<file path="src/rtl/ps_gate_pkg.sv">
// Shared types for the PacketStream traffic gate.
package ps_gate_pkg;

  // Per-lane packet position: boundary, forwarding, or swallowing a dropped packet.
  typedef enum logic [1:0] {
    StSop     = 2'd0,
    StPass    = 2'd1,
    StDiscard = 2'd2
  } lane_state_e;

endpackage

</file>
<file path="src/rtl/ps_gate_lane.sv">
// One gate lane: boundary-aware open/close FSM, data gating and drop counter.
module ps_gate_lane
  import ps_gate_pkg::*;
#(
  parameter int unsigned WIDTH = 8,
  parameter int unsigned CNTW  = 16
) (
  input  logic             clk,
  input  logic             reset,
  input  logic             turnoff,
  input  logic             dropmode,
  input  logic             cnt_clr,
  output logic             busy,
  output logic [CNTW-1:0]  drop_cnt,
  input  logic [WIDTH-1:0] i_dat,
  input  logic             i_val,
  input  logic             i_eop,
  output logic             i_rdy,
  output logic [WIDTH-1:0] o_dat,
  output logic             o_val,
  output logic             o_eop,
  input  logic             o_rdy
);

  lane_state_e     state_q, state_d;
  logic [CNTW-1:0] cnt_q, cnt_d;
  logic            drop_inc;

  assign o_dat    = i_dat;
  assign busy     = (state_q != StSop);
  assign drop_cnt = cnt_q;

  // Gating and next state; turnoff/dropmode are only looked at on a boundary.
  always_comb begin
    o_val    = 1'b0;
    o_eop    = 1'b0;
    i_rdy    = 1'b0;
    drop_inc = 1'b0;
    state_d  = state_q;
    unique case (state_q)
      StSop: begin
        if (!turnoff) begin
          o_val = i_val;
          o_eop = i_eop;
          i_rdy = o_rdy;
          if (i_val && o_rdy && !i_eop) state_d = StPass;
        end else if (dropmode) begin
          // Drop mode never looks at o_rdy, so no o_rdy->i_rdy path here.
          i_rdy = 1'b1;
          if (i_val) begin
            drop_inc = 1'b1;
            if (!i_eop) state_d = StDiscard;
          end
        end
      end
      StPass: begin
        o_val = i_val;
        o_eop = i_eop;
        i_rdy = o_rdy;
        if (i_val && o_rdy && i_eop) state_d = StSop;
      end
      StDiscard: begin
        i_rdy = 1'b1;
        if (i_val && i_eop) state_d = StSop;
      end
      default: state_d = StSop;
    endcase
  end

  // Saturating drop count; a clear coinciding with a drop leaves exactly that drop.
  always_comb begin
    cnt_d = cnt_q;
    if (cnt_clr) begin
      cnt_d = drop_inc ? CNTW'(1) : '0;
    end else if (drop_inc && (cnt_q != {CNTW{1'b1}})) begin
      cnt_d = cnt_q + CNTW'(1);
    end
  end

  // State and counter registers.
  always_ff @(posedge clk or posedge reset) begin
    if (reset) begin
      state_q <= StSop;
      cnt_q   <= '0;
    end else begin
      state_q <= state_d;
      cnt_q   <= cnt_d;
    end
  end

endmodule

</file>
<file path="src/rtl/ps_gate_mc.sv">
// Multi-channel packet-aware gate: CHANNELS independent ps_gate_lane instances.
module ps_gate_mc
  import ps_gate_pkg::*;
#(
  parameter int unsigned WIDTH    = 8,
  parameter int unsigned CHANNELS = 4,
  parameter int unsigned CNTW     = 16
) (
  input  logic                      clk,
  input  logic                      reset,
  input  logic [CHANNELS-1:0]       turnoff,
  input  logic [CHANNELS-1:0]       dropmode,
  input  logic [CHANNELS-1:0]       cnt_clr,
  output logic [CHANNELS-1:0]       busy,
  output logic [CHANNELS*CNTW-1:0]  drop_cnt,
  input  logic [CHANNELS*WIDTH-1:0] i_dat,
  input  logic [CHANNELS-1:0]       i_val,
  input  logic [CHANNELS-1:0]       i_eop,
  output logic [CHANNELS-1:0]       i_rdy,
  output logic [CHANNELS*WIDTH-1:0] o_dat,
  output logic [CHANNELS-1:0]       o_val,
  output logic [CHANNELS-1:0]       o_eop,
  input  logic [CHANNELS-1:0]       o_rdy
);

  // One lane per channel; lanes share nothing but clock and reset.
  for (genvar k = 0; k < CHANNELS; k++) begin : g_lane
    ps_gate_lane #(
      .WIDTH (WIDTH),
      .CNTW  (CNTW)
    ) u_lane (
      .clk      (clk),
      .reset    (reset),
      .turnoff  (turnoff[k]),
      .dropmode (dropmode[k]),
      .cnt_clr  (cnt_clr[k]),
      .busy     (busy[k]),
      .drop_cnt (drop_cnt[k*CNTW +: CNTW]),
      .i_dat    (i_dat[k*WIDTH +: WIDTH]),
      .i_val    (i_val[k]),
      .i_eop    (i_eop[k]),
      .i_rdy    (i_rdy[k]),
      .o_dat    (o_dat[k*WIDTH +: WIDTH]),
      .o_val    (o_val[k]),
      .o_eop    (o_eop[k]),
      .o_rdy    (o_rdy[k])
    );
  end

endmodule

</file>
<file path="config.mk">
export PLATFORM = sky130hd
export DESIGN_NAME = ps_gate_mc
export DESIGN_NICKNAME = d
export VERILOG_FILES = /design/src/rtl/ps_gate_pkg.sv /design/src/rtl/ps_gate_lane.sv /design/src/rtl/ps_gate_mc.sv
export SDC_FILE = /design/constraint.sdc
export NUM_CORES = 1
export LEC_CHECK = 0
export BUFFER_PORTS_ARGS = -buffer_cell sky130_fd_sc_hd__buf_2
export CAP_MARGIN = 10
export CELL_PAD_IN_SITES_DETAIL_PLACEMENT = 0
export CELL_PAD_IN_SITES_GLOBAL_PLACEMENT = 1
export CORE_ASPECT_RATIO = 1.5
export CORE_MARGIN = 5
export CORE_UTILIZATION = 36
export CTS_BUF_LIST = sky130_fd_sc_hd__clkbuf_16
export DETAILED_ROUTE_END_ITERATION = 8
export GPL_ROUTABILITY_DRIVEN = 0
export MAX_ROUTING_LAYER = met4
export PLACE_DENSITY = 0.9
export SETUP_SLACK_MARGIN = 0.02
export SLEW_MARGIN = 20
export SYNTH_ARGS = -nofsm -noshare
export SYNTH_HDL_FRONTEND = slang
export SYNTH_SLANG_ARGS = --single-unit
</file>
<file path="constraint.sdc">
create_clock -name clk -period 2.3 [get_ports clk]
set_input_delay 0.115 -clock clk [delete_from_list [all_inputs] [get_ports clk]]
set_output_delay 0.115 -clock clk [all_outputs]
set_load 0.01 [all_outputs]
</file>
* Word-level counts from Yosys, hierarchy flattened
Cells that the tools add are included.
Word-level totals: bits in registers 72, output and inout port bits 112, logic and storage cells 176
Operators by class: add/subtract/negate cells 4, eq/ne operators 36, multiplexer cells 88, reduce and logical (&&, ||, !) cells 40
Operators with widths (number):
- 2-to-1 mux 16 bit | 8
- adder 16 x 1 -> 16 bit (second input constant) | 4
- inequality test 16 bit (second input constant) | 4
- 2-to-1 mux 2 bit | 28
- 2-to-1 mux 1 bit | 36
- inequality test 3 bit (second input constant) | 12
- one-hot mux 2 bit (3 select lines) | 4
- AND reduction 6 bit | 4
- logical AND 1 bit | 20
- inequality test 2 x 1 -> 1 bit (second input constant) | 8
- one-hot mux 1 bit (2 select lines) | 8
- nonzero test 2 bit | 8
- inequality test 3 x 2 -> 1 bit (second input constant) | 4
- one-hot mux 1 bit (3 select lines) | 4
- == test 2 x 1 -> 1 bit (second input constant) | 4
- == test 2 bit (second input constant) | 4
- zero test 2 bit | 4
- zero test 1 bit | 4

* Depth between registers and ports, before layout
depth after elaboration 7, gate-level depth with buffers 7

* Hierarchy
A second synthesis with hierarchy kept.
Second synthesis, totals: cells, all modules 504, area total of the unflattened synthesis 4600.7 um^2
By module, submodules not included:
- ps_gate_lane at g_lane[0].u_lane ... | times used 3, cells each 126, area an instance 1159.9 um^2
- ps_gate_lane at g_lane[3].u_lane | times used 1, cells each 126, area an instance 1121.1 um^2

* Least setup slack after synthesis
No wires, ideal clock.
path kind reg-to-reg, start point reg g_lane[3].u_lane.state_q[1], end point reg g_lane[3].u_lane.cnt_q[13], library setup time 127 ps, data arrival time 1675 ps, data required time 2173 ps, slack 498 ps, stages on the path, launching flop included 5, cells stage by stage dfrtp_1 -> or4_4 -> nor3_4 -> nand4_1 -> mux2_1
On the way: longest elaborated chain between the ends 4
Ends and longest elaborated chain:
- start: declaration | line ps_gate_lane.sv:25 | lane_state_e state_q, state_d;
- start signal: assignment | line ps_gate_lane.sv:83 | state_q <= StSop;
- start signal: assignment | line ps_gate_lane.sv:86 | state_q <= state_d;
- zero test 2 bit | line ps_gate_lane.sv:40 | unique case (state_q)
- 2-to-1 mux 1 bit | line ps_gate_lane.sv:40
- logical AND 1 bit | line ps_gate_lane.sv:75 | end else if (drop_inc && (cnt_q != {CNTW{1'b1}})) begin
- nonzero test 2 bit (no line)
- end signal: assignment | line ps_gate_lane.sv:87 | cnt_q <= cnt_d;
- end: declaration | line ps_gate_lane.sv:26 | logic [CNTW-1:0] cnt_q, cnt_d;
Every way passes these cells. A chain may end at the register's enable or synchronous reset.

* Worst setup path in the final report
start point reg g_lane[3].u_lane.cnt_q[0], end point reg g_lane[3].u_lane.cnt_q[1]
On the way: longest elaborated chain between the ends 3, elaborated cells between the ends (all ways) 6, those cells by class add/sub: 1; eq/ne: 1; mux: 2; reduce/logical: 2
Ends and longest elaborated chain (line):
- adder 16 x 1 -> 16 bit or inequality test 16 bit (tied branches) | ps_gate_lane.sv:76, ps_gate_lane.sv:75
- 2-to-1 mux 16 bit or logical AND 1 bit (tied branches) | ps_gate_lane.sv:75
- 2-to-1 mux 16 bit or nonzero test 2 bit (tied branches)
Several ways; a longest one is shown, not always the timed one. The select of a mux whose other input is x is not followed.

==> impl_results.md <==
* Antenna diodes at 0
* Tcrit/Tclk final at 0.8770
* Critical path startpoint: g_lane[3].u_lane.drop_cnt[0]
* Hold buffer count at CTS at 3
* Post-synthesis instance total at between 400 and 500
* Leakage Power at around 2.4 nW
* Crit path max fanout at 11
* Fillers at about 1,200
* Max VDD drop at between 300 and 400 µV
* Final setup fails at 0
* Mapped cell area at 4447 µm²
* Switch share at 0.2652
* Crit path launch type: register
* Pwr dens at between 600 and 700 nW/µm²
* Routed WL at ~11 mm
* Share of layout cells above drive strength 1 at 0.2509
* Clock skew at 6.397 ps
* Cell row count at 49
* Sequential area share after synthesis at 0.4052
* Seq. cell area at approximately 1800 µm²
* I/O pin cnt at 170
* #FFs+latches synth at 72
* Flop pwr share at 0.439
* Clk pwr share at 0.421
* Design Area, Final at between 5000 and 6000 µm²
* Worst slew pin tran at slightly above 800 ps
* Layout Nets at 619
* Port bufs at 105
* Core footprint at approximately 12,000 µm²
* CTS buffer count at 9
* Final hold vios at 0
* Drt drc at 0
* RSZ-0062 raised after global routing: no
* Syn_area_per_cell at ~8.9 µm²
* Global Route Usage Sum at 0.1564
* Synth warn at 0
* Initial antenna violation count at 0
* Dpl ws at approximately 320 ps
* Fin Setup TNS at 0 ps
* Crit path kind: register to register
* Slew HR at 0.4564
* Status: complete, no violations
* Final std cells w/o fill at 715
* HP Start: i_eop[1]
* Worst Hold Class: input port to register
* Routed WL per cell at about 15 µm
* Psw at 0.8360 mW
* Critical R2R Launch: g_lane[3].u_lane.drop_cnt[0]
* CTS tree: yes
* Post-CTS Setup Inserts at 0
* Power Internal at about 2.3 mW
* Nature of the critical path endpoint: register
* Vias in the first global route at between 3,000 and 4,000
* DIE WIDTH at between 100 and 150 µm
* First-pass GRT wire length at about 19 mm
* DRT Pass-1 Iters at 4
* EDFF count, synth at 0
* Top FF cell, synth: dfrtp_1
* Worst EP required at 2500 ps
* Placed Area at 4777 µm²
* Post_cts resized at 0
* Die height at about 150 µm
* Placed Cells at roughly 700
* Placed wire-length estimate at about 8 mm
* Iter 0 DRT Violations at 85
* Multi-input gate area at between 2000 and 2500 µm²
* Initial cell density of the core at 0.3682
* Worst EP arrival at ~2200 ps
* Setup ws final at between 200 and 300 ps
* P&R area growth vs syn at 14.41%
* Async set-or-reset flop fraction in the synthesized netlist at 1.000
* Post-route ant nets at 0
* Largest net degree at the start of global routing at 39
* Max-cap violations at 0
* Clock latency on the worst-skew pair at between 300 and 400 ps
* Vias/cell at around 5.4
* Clock tree buffer depth at 2
* Grt total ovfl at 0
* CTS root buf: clkbuf_16
* Post-layout min period at between 2000 and 2500 ps
* Synthesized Nets at roughly 560
* Fmax at 0.4958 GHz
* Die area at roughly 15,000 µm²
* Clock-pin slew on the worst setup and hold paths at roughly 60 ps
* H-tree levels at 3
* Yosys cell types at 63
* Vias at roughly 4,000
* Comb pwr share at 0.139
* Final Max Slew Viols at 0
* Clock sink total at between 70 and 80
## per-layer routing
metal  track usage  part of all wire
met3       0.02816             0.048
met1        0.1715              0.40
met5             -                 0
met4       0.05394            0.0073
met2        0.2787              0.55
## worst max-delay path: stages (launching register included)
cell and delay [ps]:
dfrtp_1 420, ha_1 220, and2_2 190, nand4_1 190, o21ai_1 580, mux2i_1 250
nor2_1 60
## registers in the layout, indices dropped and copies added, names as in the netlist
register and flops:
g_lane.u_lane.drop_cnt 64, g_lane.u_lane.state_q 8
## path summary, 6_finish.rpt
kind	end	slack (ps)	cells after the start
setup / recovery	g_lane[3].u_lane.drop_cnt[1]	280	6
hold reg to reg	g_lane[2].u_lane.state_q[0]	500	1
hold / removal	g_lane[1].u_lane.state_q[0]	20	2
setup reg to reg	g_lane[3].u_lane.drop_cnt[1]	280	6
min in group asynchronous	g_lane[2].u_lane.drop_cnt[12]	510	3
max in group asynchronous	g_lane[2].u_lane.state_q[1]	1100	4
## cell usage in the layout (no fill, tap or decap), types with 5 or more instances in the layout
| master | instances |
|---|---|
| xnor2_1 | 14 |
| o21ai_0 | 11 |
| nand4_1 | 16 |
| a31oi_1 | 12 |
| clkbuf_16 | 9 |
| dfrtp_1 | 72 |
| and2_1 | 10 |
| nand3_1 | 24 |
| nand2_1 | 31 |
| a21oi_1 | 22 |
| and3_1 | 12 |
| o211ai_1 | 7 |
| nor2b_1 | 5 |
| nor4_1 | 6 |
| or3_1 | 6 |
| and4_1 | 10 |
| xor2_1 | 17 |
| nor3_1 | 23 |
| inv_1 | 16 |
| buf_2 | 105 |
| nor2_1 | 55 |
## layout make-up
type | count | share of cell area
Tap cell | 153 | 0.03763
Multi-Input combinational cell | 347 | 0.4252
Inverter | 16 | 0.01181
Timing Repair Buffer | 111 | 0.1161
Sequential cell | 72 | 0.3542
Clock buffer | 9 | 0.04427
Clock inverter | 7 | 0.01082
## synthesized netlist by cell type, drive strengths merged, types with 7 or more instances
master  instances  area share
buf            54       0.087
a31oi          12       0.017
nand3          25       0.029
and4           10       0.020
xnor2          14       0.028
and3           13       0.019
o211ai          7       0.012
nand4          16       0.023
inv            16       0.014
xor2           17       0.033
o21ai          13       0.015
nor4           10       0.020
clkbuf          7      0.0059
nor2           55       0.046
dfrtp          72        0.41
nand2          31       0.026
and2           11       0.016
nor3           27       0.038
a21oi          22       0.025
## power by group through the flow
stage / Clock (mW) / Combinational [mW] / Sequential [mW]
floorplan: 0 / 0.423 / 1.40
global placement: 0 / 0.432 / 1.40
detailed placement: 0 / 0.443 / 1.41
CTS: 1.37 / 0.450 / 1.38
global route: 1.42 / 0.495 / 1.40
finish: 1.33 / 0.440 / 1.38
## cells by family (layout without fill, tap and decap cells)
family	Yosys count	count (layout)	synth area share
buf+inv	78	143	0.1083
flops	72	72	0.4052
simple gates	232	232	0.2923
fa+ha+maj	4	4	0.01126
mux	5	5	0.01182
xor+xnor	31	31	0.06106
compound gates	75	75	0.1100
## metrics by stage
stage	utilization	hold WS [ps]	total power, mW
after floorplan	-	206.4	1.819
after global placement	0.3955	230.1	1.831
after detailed placement	0.3955	230.1	1.849
after CTS	0.4212	4.032	3.200
after global routing	0.4212	15.94	3.315
final	0.4212	15.29	3.152
No activity file was read; power rests on OpenSTA's default activity.
